$ cat config.mk
export PLATFORM = sky130hd
export DESIGN_NAME = hit_controller_flat
export DESIGN_NICKNAME = d
export VERILOG_FILES = /design/src/rtl/bytebasher_pkg.sv /design/src/rtl/hit_controller_if.sv /design/src/rtl/sensor_debounce.sv /design/src/rtl/hit_controller.sv /design/src/flat_wrapper.sv
export SDC_FILE = /design/constraint.sdc
export NUM_CORES = 1
export LEC_CHECK = 0
export ABC_CLOCK_PERIOD_IN_PS = 4300
export BUFFER_PORTS_ARGS = -buffer_cell sky130_fd_sc_hd__clkbuf_2
export CAP_MARGIN = 20
export CORE_MARGIN = 5
export CORE_UTILIZATION = 50
export DETAILED_ROUTE_END_ITERATION = 7
export PLACE_DENSITY_LB_ADDON = 0.08
export SYNTH_ARGS = -nofsm -noshare
export SYNTH_HDL_FRONTEND = slang
export SYNTH_SLANG_ARGS = --single-unit
$ cat constraint.sdc
create_clock -name CLOCK_50 -period 4.3 [get_ports CLOCK_50]
set_clock_uncertainty 0.2 [all_clocks]
set_input_delay 0.43 -clock CLOCK_50 [delete_from_list [all_inputs] [get_ports CLOCK_50]]
set_output_delay 0.43 -clock CLOCK_50 [all_outputs]
set_load 0.1 [all_outputs]
$ cat src/rtl/bytebasher_pkg.sv
// Shared encodings and helpers for the whack-a-mole round sequencer.
package bytebasher_pkg;

   typedef enum logic [2:0] {
      ST_IDLE      = 3'd0,
      ST_ARM       = 3'd1,
      ST_WAIT      = 3'd2,
      ST_HIT       = 3'd3,
      ST_MISS      = 3'd4,
      ST_COOLDOWN  = 3'd5,
      ST_GAME_OVER = 3'd6
   } state_e;

   localparam logic [2:0] NO_BOX    = 3'd0;
   localparam logic [7:0] LFSR_SEED = 8'hA5;
   // Taps 8,6,5,4 of the Fibonacci LFSR, as a bit mask over lfsr[7:0].
   localparam logic [7:0] LFSR_TAPS = 8'hB8;

   function automatic logic [7:0] lfsr_step(input logic [7:0] cur);
      return {cur[6:0], ^(cur & LFSR_TAPS)};
   endfunction

   // Never returns NO_BOX and never repeats the previous round's box.
   function automatic logic [2:0] pick_target(input logic [7:0] lfsr, input logic [2:0] prev);
      logic [2:0] cand;
      cand = (lfsr[2:0] == NO_BOX) ? 3'd1 : lfsr[2:0];
      if (cand == prev) begin
         cand = (prev == 3'd7) ? 3'd1 : prev + 3'd1;
      end
      return cand;
   endfunction

endpackage

$ cat src/rtl/hit_controller_if.sv
// Game-side signal bundle of the hit controller: sensor/start inputs and LED/HEX outputs.
interface hit_controller_if;
   logic       start;
   logic [2:0] box_address;
   logic [2:0] target_box;
   logic       hit_pulse;
   logic       miss_pulse;
   logic [6:0] score;
   logic [1:0] lives;
   logic       game_over;
   logic [2:0] state_dbg;

   modport master (
      output start, box_address,
      input  target_box, hit_pulse, miss_pulse, score, lives, game_over, state_dbg
   );

   modport slave (
      input  start, box_address,
      output target_box, hit_pulse, miss_pulse, score, lives, game_over, state_dbg
   );
endinterface

$ cat src/rtl/sensor_debounce.sv
// Two-flop synchroniser and stability debouncer for the box sensor address,
// plus a one-cycle strike strobe when the accepted value leaves NO_BOX.
module sensor_debounce
   import bytebasher_pkg::*;
#(
   parameter int DEBOUNCE_CYCLES = 50000
) (
   input  logic       clk_i,
   input  logic       rst_i,
   input  logic [2:0] box_address_i,
   output logic [2:0] box_stable_o,
   output logic       strike_o
);
   localparam int CW = (DEBOUNCE_CYCLES > 2) ? $clog2(DEBOUNCE_CYCLES) : 1;
   localparam logic [CW-1:0] CNT_LAST = CW'(DEBOUNCE_CYCLES - 2);

   logic [2:0]    s1_q, s2_q, s2_last_q;
   logic [2:0]    stable_q, stable_d;
   logic [CW-1:0] cnt_q, cnt_d;
   logic          strike_q, strike_d;

   always_comb begin
      cnt_d    = '0;
      stable_d = stable_q;
      if ((s2_q != stable_q) && (s2_q == s2_last_q)) begin
         // Counter would reach DEBOUNCE_CYCLES-1 on this edge: accept instead.
         if (cnt_q == CNT_LAST) begin
            stable_d = s2_q;
         end else begin
            cnt_d = cnt_q + CW'(1);
         end
      end
      strike_d = (stable_d != NO_BOX) && (stable_q == NO_BOX);
   end

   always_ff @(posedge clk_i) begin
      if (rst_i) begin
         s1_q      <= NO_BOX;
         s2_q      <= NO_BOX;
         s2_last_q <= NO_BOX;
         stable_q  <= NO_BOX;
         cnt_q     <= '0;
         strike_q  <= 1'b0;
      end else begin
         s1_q      <= box_address_i;
         s2_q      <= s1_q;
         s2_last_q <= s2_q;
         stable_q  <= stable_d;
         cnt_q     <= cnt_d;
         strike_q  <= strike_d;
      end
   end

   assign box_stable_o = stable_q;
   assign strike_o     = strike_q;
endmodule

$ cat src/rtl/hit_controller.sv
// Whack-a-mole round sequencer: picks a target, times the round, classifies
// strikes and keeps score and lives.
//
// state     | meaning
// IDLE      | no game running, waiting for start
// ARM       | pick next target and load round timer (1 cycle)
// WAIT      | target lit, waiting for a strike or timeout
// HIT       | correct strike, hit_pulse, score update (1 cycle)
// MISS      | wrong strike or timeout, miss_pulse, lose a life (1 cycle)
// COOLDOWN  | wait for the sensor to return to no box
// GAME_OVER | lives exhausted, score held, waiting for start
module hit_controller
   import bytebasher_pkg::*;
#(
   parameter int DEBOUNCE_CYCLES = 50000,
   parameter int ROUND_CYCLES    = 50000000,
   parameter int LIVES_INIT      = 3,
   parameter int SCORE_MAX       = 99
) (
   input logic             CLOCK_50,
   input logic             Reset,
   hit_controller_if.slave bus
);
   localparam int TW = (ROUND_CYCLES > 1) ? $clog2(ROUND_CYCLES) : 1;
   localparam logic [TW-1:0] TIMER_LOAD = TW'(ROUND_CYCLES - 1);
   localparam logic [1:0]    LIVES_LOAD = 2'(LIVES_INIT);
   localparam logic [6:0]    SCORE_TOP  = 7'(SCORE_MAX);

   state_e        state_q, state_d;
   logic [2:0]    target_q, target_d;
   logic [2:0]    prev_target_q, prev_target_d;
   logic [6:0]    score_q, score_d;
   logic [1:0]    lives_q, lives_d;
   logic [TW-1:0] timer_q, timer_d;
   logic [7:0]    lfsr_q;
   logic [2:0]    box_stable;
   logic          strike;
   logic [2:0]    cand;

   sensor_debounce #(
      .DEBOUNCE_CYCLES(DEBOUNCE_CYCLES)
   ) u_debounce (
      .clk_i        (CLOCK_50),
      .rst_i        (Reset),
      .box_address_i(bus.box_address),
      .box_stable_o (box_stable),
      .strike_o     (strike)
   );

   assign cand = pick_target(lfsr_q, prev_target_q);

   always_comb begin
      state_d       = state_q;
      target_d      = target_q;
      prev_target_d = prev_target_q;
      score_d       = score_q;
      lives_d       = lives_q;
      timer_d       = timer_q;
      case (state_q)
         ST_IDLE, ST_GAME_OVER: begin
            target_d = NO_BOX;
            if (bus.start) begin
               score_d = '0;
               lives_d = LIVES_LOAD;
               state_d = ST_ARM;
            end
         end
         ST_ARM: begin
            target_d      = cand;
            prev_target_d = cand;
            timer_d       = TIMER_LOAD;
            state_d       = ST_WAIT;
         end
         ST_WAIT: begin
            // A strike takes priority over an expiring timer.
            if (strike) begin
               state_d = (box_stable == target_q) ? ST_HIT : ST_MISS;
            end else if (timer_q == '0) begin
               state_d = ST_MISS;
            end else begin
               timer_d = timer_q - TW'(1);
            end
         end
         ST_HIT: begin
            score_d  = (score_q >= SCORE_TOP) ? SCORE_TOP : score_q + 7'd1;
            target_d = NO_BOX;
            state_d  = ST_COOLDOWN;
         end
         ST_MISS: begin
            target_d = NO_BOX;
            if (lives_q <= 2'd1) begin
               lives_d = 2'd0;
               state_d = ST_GAME_OVER;
            end else begin
               lives_d = lives_q - 2'd1;
               state_d = ST_COOLDOWN;
            end
         end
         ST_COOLDOWN: begin
            if (box_stable == NO_BOX) begin
               state_d = ST_ARM;
            end
         end
         default: begin
            state_d = ST_IDLE;
         end
      endcase
   end

   always_ff @(posedge CLOCK_50) begin
      if (Reset) begin
         state_q       <= ST_IDLE;
         target_q      <= NO_BOX;
         prev_target_q <= NO_BOX;
         score_q       <= '0;
         lives_q       <= LIVES_LOAD;
         timer_q       <= '0;
         lfsr_q        <= LFSR_SEED;
      end else begin
         state_q       <= state_d;
         target_q      <= target_d;
         prev_target_q <= prev_target_d;
         score_q       <= score_d;
         lives_q       <= lives_d;
         timer_q       <= timer_d;
         lfsr_q        <= lfsr_step(lfsr_q);
      end
   end

   assign bus.target_box = target_q;
   assign bus.hit_pulse  = (state_q == ST_HIT);
   assign bus.miss_pulse = (state_q == ST_MISS);
   assign bus.score      = score_q;
   assign bus.lives      = lives_q;
   assign bus.game_over  = (state_q == ST_GAME_OVER);
   assign bus.state_dbg  = state_q;
endmodule

$ cat src/flat_wrapper.sv
// flat-port wrapper written by rule: the top's interface ports become plain ports
module hit_controller_flat import bytebasher_pkg::*;
#(
   parameter int DEBOUNCE_CYCLES = 50000,
   parameter int ROUND_CYCLES    = 50000000,
   parameter int LIVES_INIT      = 3,
   parameter int SCORE_MAX       = 99
)
  (CLOCK_50, Reset, bus_start, bus_box_address, bus_target_box, bus_hit_pulse, bus_miss_pulse, bus_score, bus_lives, bus_game_over, bus_state_dbg);
  hit_controller_if bus_i ();
  input logic CLOCK_50;
  input logic Reset;
  input wire logic [$bits(bus_i.start)-1:0] bus_start;
  input wire logic [$bits(bus_i.box_address)-1:0] bus_box_address;
  output wire logic [$bits(bus_i.target_box)-1:0] bus_target_box;
  output wire logic [$bits(bus_i.hit_pulse)-1:0] bus_hit_pulse;
  output wire logic [$bits(bus_i.miss_pulse)-1:0] bus_miss_pulse;
  output wire logic [$bits(bus_i.score)-1:0] bus_score;
  output wire logic [$bits(bus_i.lives)-1:0] bus_lives;
  output wire logic [$bits(bus_i.game_over)-1:0] bus_game_over;
  output wire logic [$bits(bus_i.state_dbg)-1:0] bus_state_dbg;
  assign bus_i.start = bus_start;
  assign bus_i.box_address = bus_box_address;
  assign bus_target_box = bus_i.target_box;
  assign bus_hit_pulse = bus_i.hit_pulse;
  assign bus_miss_pulse = bus_i.miss_pulse;
  assign bus_score = bus_i.score;
  assign bus_lives = bus_i.lives;
  assign bus_game_over = bus_i.game_over;
  assign bus_state_dbg = bus_i.state_dbg;
  hit_controller #(.DEBOUNCE_CYCLES(DEBOUNCE_CYCLES), .ROUND_CYCLES(ROUND_CYCLES), .LIVES_INIT(LIVES_INIT), .SCORE_MAX(SCORE_MAX)) u_core (.CLOCK_50(CLOCK_50), .Reset(Reset), .bus(bus_i));
endmodule
-- Yosys cells after proc, flatten, opt, wreduce, memory -nomap -nowiden
Cells that the tools add are included.
- $add $sub $neg: 5
- order comparisons: 2
- equality and inequality tests: 17
- muxes and demuxes: 22
- bitwise gates (word level): 1
- reduce and logical (&&, ||, !) cells: 19
- operator list (operator ; number):
    26-bit 2-to-1 mux ; 2
    26-bit one-hot mux with 2 select lines ; 1
    3-bit 2-to-1 mux ; 10
    26-bit zero test ; 1
    26-bit by 1-bit subtractor with 26-bit output (second input constant) ; 1
    3-bit one-hot mux with 6 select lines ; 1
    16-bit by 1-bit adder with 16-bit output (second input constant) ; 1
    16-bit equality test (second input constant) ; 1
    7-bit 2-to-1 mux ; 2
    7-bit one-hot mux with 2 select lines ; 1
    3-bit equality test (second input constant) ; 4
    3-bit equality test ; 3
    3-bit zero test ; 3
    2-bit nonzero test ; 4
    8-bit parity ; 1
    7-bit by 1-bit adder with 7-bit output (second input constant) ; 1
    7-bit >= comparator (second input constant) ; 1
    3-bit by 2-bit equality test with 1-bit output (second input constant) ; 2
    2-bit 2-to-1 mux ; 3
    2-bit inequality test (second input constant) ; 3
    3-bit one-hot mux with 2 select lines ; 1
    3-bit AND reduction ; 2
    2-bit one-hot mux with 2 select lines ; 1
    2-bit AND reduction ; 2
    other kinds (13) ; 14
- flip-flop bits (word level): 81
- input bits: 6
- output and inout port bits: 18
- word-level logic and storage cells: 79

-- Logic depth before layout (Yosys ltp)
- depth in word-level cells: 5
- mapped depth: 10
- depth with buffers taken out: 7

-- By module
From an unflattened synthesis, not the netlist that was laid out.
- cells, all modules: 445
- area, all modules: 3895.0 um2
- by module, submodules not included (module ; instances ; cells each ; area each (um2) ; seq. area each (um2)):
    hit_controller ; 1 ; 320 ; 2683.8 ; 1041.0
    sensor_debounce ; 1 ; 125 ; 1211.2 ; 580.6

-- Worst setup path before layout
OpenSTA, ideal clock, no wires.
- path type: register -> output
- start point: reg u_core.state_q[2], in the netlist u_core.bus.state_dbg[2]
- end point: out bus_miss_pulse
- data arrival time: 2712 ps
- data required time: 3670 ps
- slack: 958 ps
- stages on the path, launching flop included: 4
- buffers on the path: 1
- path through: dfxtp_1 > clkbuf_1 > nand2b_1 > nor2_1
- word-level cells in the longest chain between the ends: 1
- RTL lines (element ; line ; source):
    start, declared ; hit_controller.sv:29 ; state_e state_q, state_d;
    start signal, assigned ; hit_controller.sv:120 ; state_q <= state_d;
    3-bit equality test ; hit_controller.sv:132 ; assign bus.miss_pulse = (state_q == ST_MISS);
    end, declared ; flat_wrapper.sv:17 ; output wire logic [$bits(bus_i.miss_pulse)-1:0] bus_miss_pulse;
No other way between the ends.

-- Worst setup path in the final report
- start point: reg u_core.state_q[0], in the netlist u_core.bus.state_dbg[0]
- end point: reg u_core.timer_q[25]
- word-level cells in the longest chain between the ends: 3
- elaborated cells between the ends (all ways): 7
- those cells by class: 4 x eq/ne; 1 x mux; 2 x reduce/logical
- RTL lines (element ; line ; source):
    3-bit by 2-bit equality test with 1-bit output or 3-bit by 1-bit equality test with 1-bit output (tied branches) ; hit_controller.sv:59 ; case (state_q)
    2-bit inequality test (no source line) or 2-bit nonzero test (tied branches) ; - ;
    3-bit AND reduction (no source line) ; - ;
    end signal, assigned ; hit_controller.sv:125 ; timer_q <= timer_d;
    end, declared ; hit_controller.sv:34 ; logic [TW-1:0] timer_q, timer_d;
Parallel ways exist; a longest one is shown, timed or not.
A chain may end at the register's enable or synchronous reset.

==> impl_metrics.ini <==
[sta]
whs_ns = 0.0751
fmax_mhz = 314
rsz0062_at_grt = no
final.min_clock_period_ns = 3.18
finalHoldViolCount = 0
setup_ws_ns = 1.12
slew_headroom = 0.522
setup_viol = 0
worst_pin_slew_ns = 0.713
final.period_utilization = 0.740
fin_tns_setup_ns = 0
drv_slew = 0

[finish]
multi_input_area_sq_mm = 0.00203
area_growth_pct = 10.3
final_util = 0.570
design_area_sq_mm = 0.00416
fill_cells = 721
regArea_sq_mm = 0.00162
fin_nets = 460
drive_gt1_frac = 0.121
stdcell_count = 552
antenna_cells = 0

[synth]
synth_commonest_cells = dfxtp_1 (81), nor2_1 (48), xor2_1 (28), nand2_1 (26), a21oi_1 (24)
synth_top_area_share = 0.430
synth-edff-count = 0
yosysTopAreaCell = dfxtp_1
synth_area_leaders = dfxtp_1 (43%), xor2_1 (6.5%), nor2_1 (4.8%)
synth_cell_type_count = 46
synth_area_per_cell_sq_um = 8.65
async_flop_share = 0
syn-num-nets = 448
ys_seq_elements = 81
synth_ff_type = dfxtp_1
yosysWarnings = 0
yosysMostFrequentCell = dfxtp_1
syn_inst = 436
synth_area_sq_mm = 0.00377
yosysSeqAreaShare = 0.430

[floorplan]
rows = 31
initial_core_util = 0.517
core_region_area_sq_mm = 0.00729
dieHeight_um = 96.8
die-area_sq_mm = 0.00938
die_w_um = 96.8
io_pins = 24

[global_route]
grt_pass1_vias = 2766
grt_max_degree = 34
grt_overflow_total = 0
grt.total_usage = 0.159
antenna_found_initial = 0
grt_pass1_wl_um = 12500

[clock_tree]
ctsLongestPathBuffers = 2
path_clk_slew_ns = 0.09
postCtsSetupBuffers = 0
insertion_delay_ns = 0.36
clock_sinks = 81
cts_hold_buf = 0
clock-root-buffer = clkbuf_8
cts_resized = 0
h-tree-depth = 3
cts_tree = yes
cts_buffers = 9

[place]
placed_area_sq_mm = 0.00393
dpl.cell_count = 536
gp_congestion = 0.820
place_ws_ns = 1.12
hpwl_um = 4950
portBuffers = 23

[routing]
wl_per_cell_um = 13.2
drt_iter0_drc = 116
drc = 0
wl_um = 7290
dr.pass1.iters = 4
viasPerCell = 5.46
ant_nets = 0
dr_total_vias = 3014

[power_and_ir_drop]
p_per_area_mw_per_mm2 = 622
p_leak_nw = 1.49
p_total_mw = 2.59
peakVddDrop_mv = 0.242

[min_path]
hp-class = in2reg

[setup_path]
cp-end-kind = register
crit_arrival_ns = 3.26
worst_ep_required_time_ns = 4.38
critPathKind = reg2reg
worstPathMaxFanout = 19
critPathLaunchType = register

[status]
run_status = finished clean

[flow_run]
max-cap-violations = 0
## placed cells by master, fill, tap and decap left out, types with 5 or more instances in the layout
cell type,Yosys,layout
a31oi_1,11,11
nor3_1,14,14
or3_1,12,12
clkbuf_8,0,9
o31ai_1,5,5
o211ai_1,9,9
nor2_1,48,48
o21ai_0,20,20
a211oi_1,7,7
xnor2_1,16,16
inv_1,9,9
nand2_1,26,26
nor4_1,7,7
ha_1,6,6
nand4_1,7,7
clkbuf_2,0,23
a21oi_1,24,24
nor2b_1,18,18
xor2_1,28,28
nand3_1,11,11
nand2b_1,5,5
or4_1,7,7
or2_2,5,5
dfxtp_1,81,81
mux2i_1,5,5
## layout make-up
cell class / count / share of cell area
well taps: 99 / 0.0298
repair buffers: 24 / 0.0295
clock buffers: 9 / 0.0298
clock inverters: 7 / 0.0259
multi-input cells: 323 / 0.487
inverters: 9 / 0.00812
flip-flops and latches: 81 / 0.390
## worst max-delay path, cell delays in order (launching register included)
cell      delay, ns
dfxtp_1        0.48
or4b_1         0.79
nor3_2         0.38
o211ai_1       0.37
or4b_2         0.72
a31oi_1        0.16
## flip-flops by register name, summed over array words and instances (netlist names)
| signal | count |
|---|---|
| u_core.u_debounce.strike_o | 1 |
| u_core.bus.lives | 2 |
| u_core.u_debounce.cnt_q | 16 |
| u_core.u_debounce.s2_q | 3 |
| u_core.u_debounce.box_stable_o | 3 |
| u_core.bus.target_box | 3 |
| u_core.u_debounce.s2_last_q | 3 |
| u_core.prev_target_q | 3 |
| u_core.timer_q | 26 |
| u_core.bus.score | 7 |
| u_core.lfsr_q | 8 |
| u_core.bus.state_dbg | 3 |
| u_core.u_debounce.s1_q | 3 |
## layer usage
| layer | up-vias | part of all wire | global-route usage |
|---|---|---|---|
| li1 | 1572 | - | - |
| met1 | 1392 | 0.49 | 0.201 |
| met2 | 36 | 0.46 | 0.250 |
| met3 | 14 | 0.031 | 0.0453 |
| met4 | 0 | 0.020 | 0.0734 |
| met5 | - | 0 | 0 |
## path summary, 6_finish.rpt
check	start	to	slack, ns	depth (start not counted)
hold reg to reg	u_core.lfsr_q[6]	u_core.lfsr_q[7]	0.23	1
setup reg to reg	u_core.bus.state_dbg[0]	u_core.timer_q[25]	1.12	5
hold / removal	bus_box_address[1]	u_core.u_debounce.s1_q[1]	0.08	2
setup / recovery	u_core.bus.state_dbg[0]	u_core.timer_q[25]	1.12	5
## power by group
group | total, mW | switching [mW] | internal [mW]
logic | 0.927 | 0.622 | 0.305
clock network | 0.648 | 0.309 | 0.339
registers | 1.01 | 0.141 | 0.872
## cells by family after synthesis
family / synth area share
simple gates: 0.260
mux: 0.0133
xor+xnor: 0.102
flops: 0.430
compound gates: 0.142
buf+inv: 0.0328
fa+ha+maj: 0.0199
No activity file was read; power rests on OpenSTA's default activity.
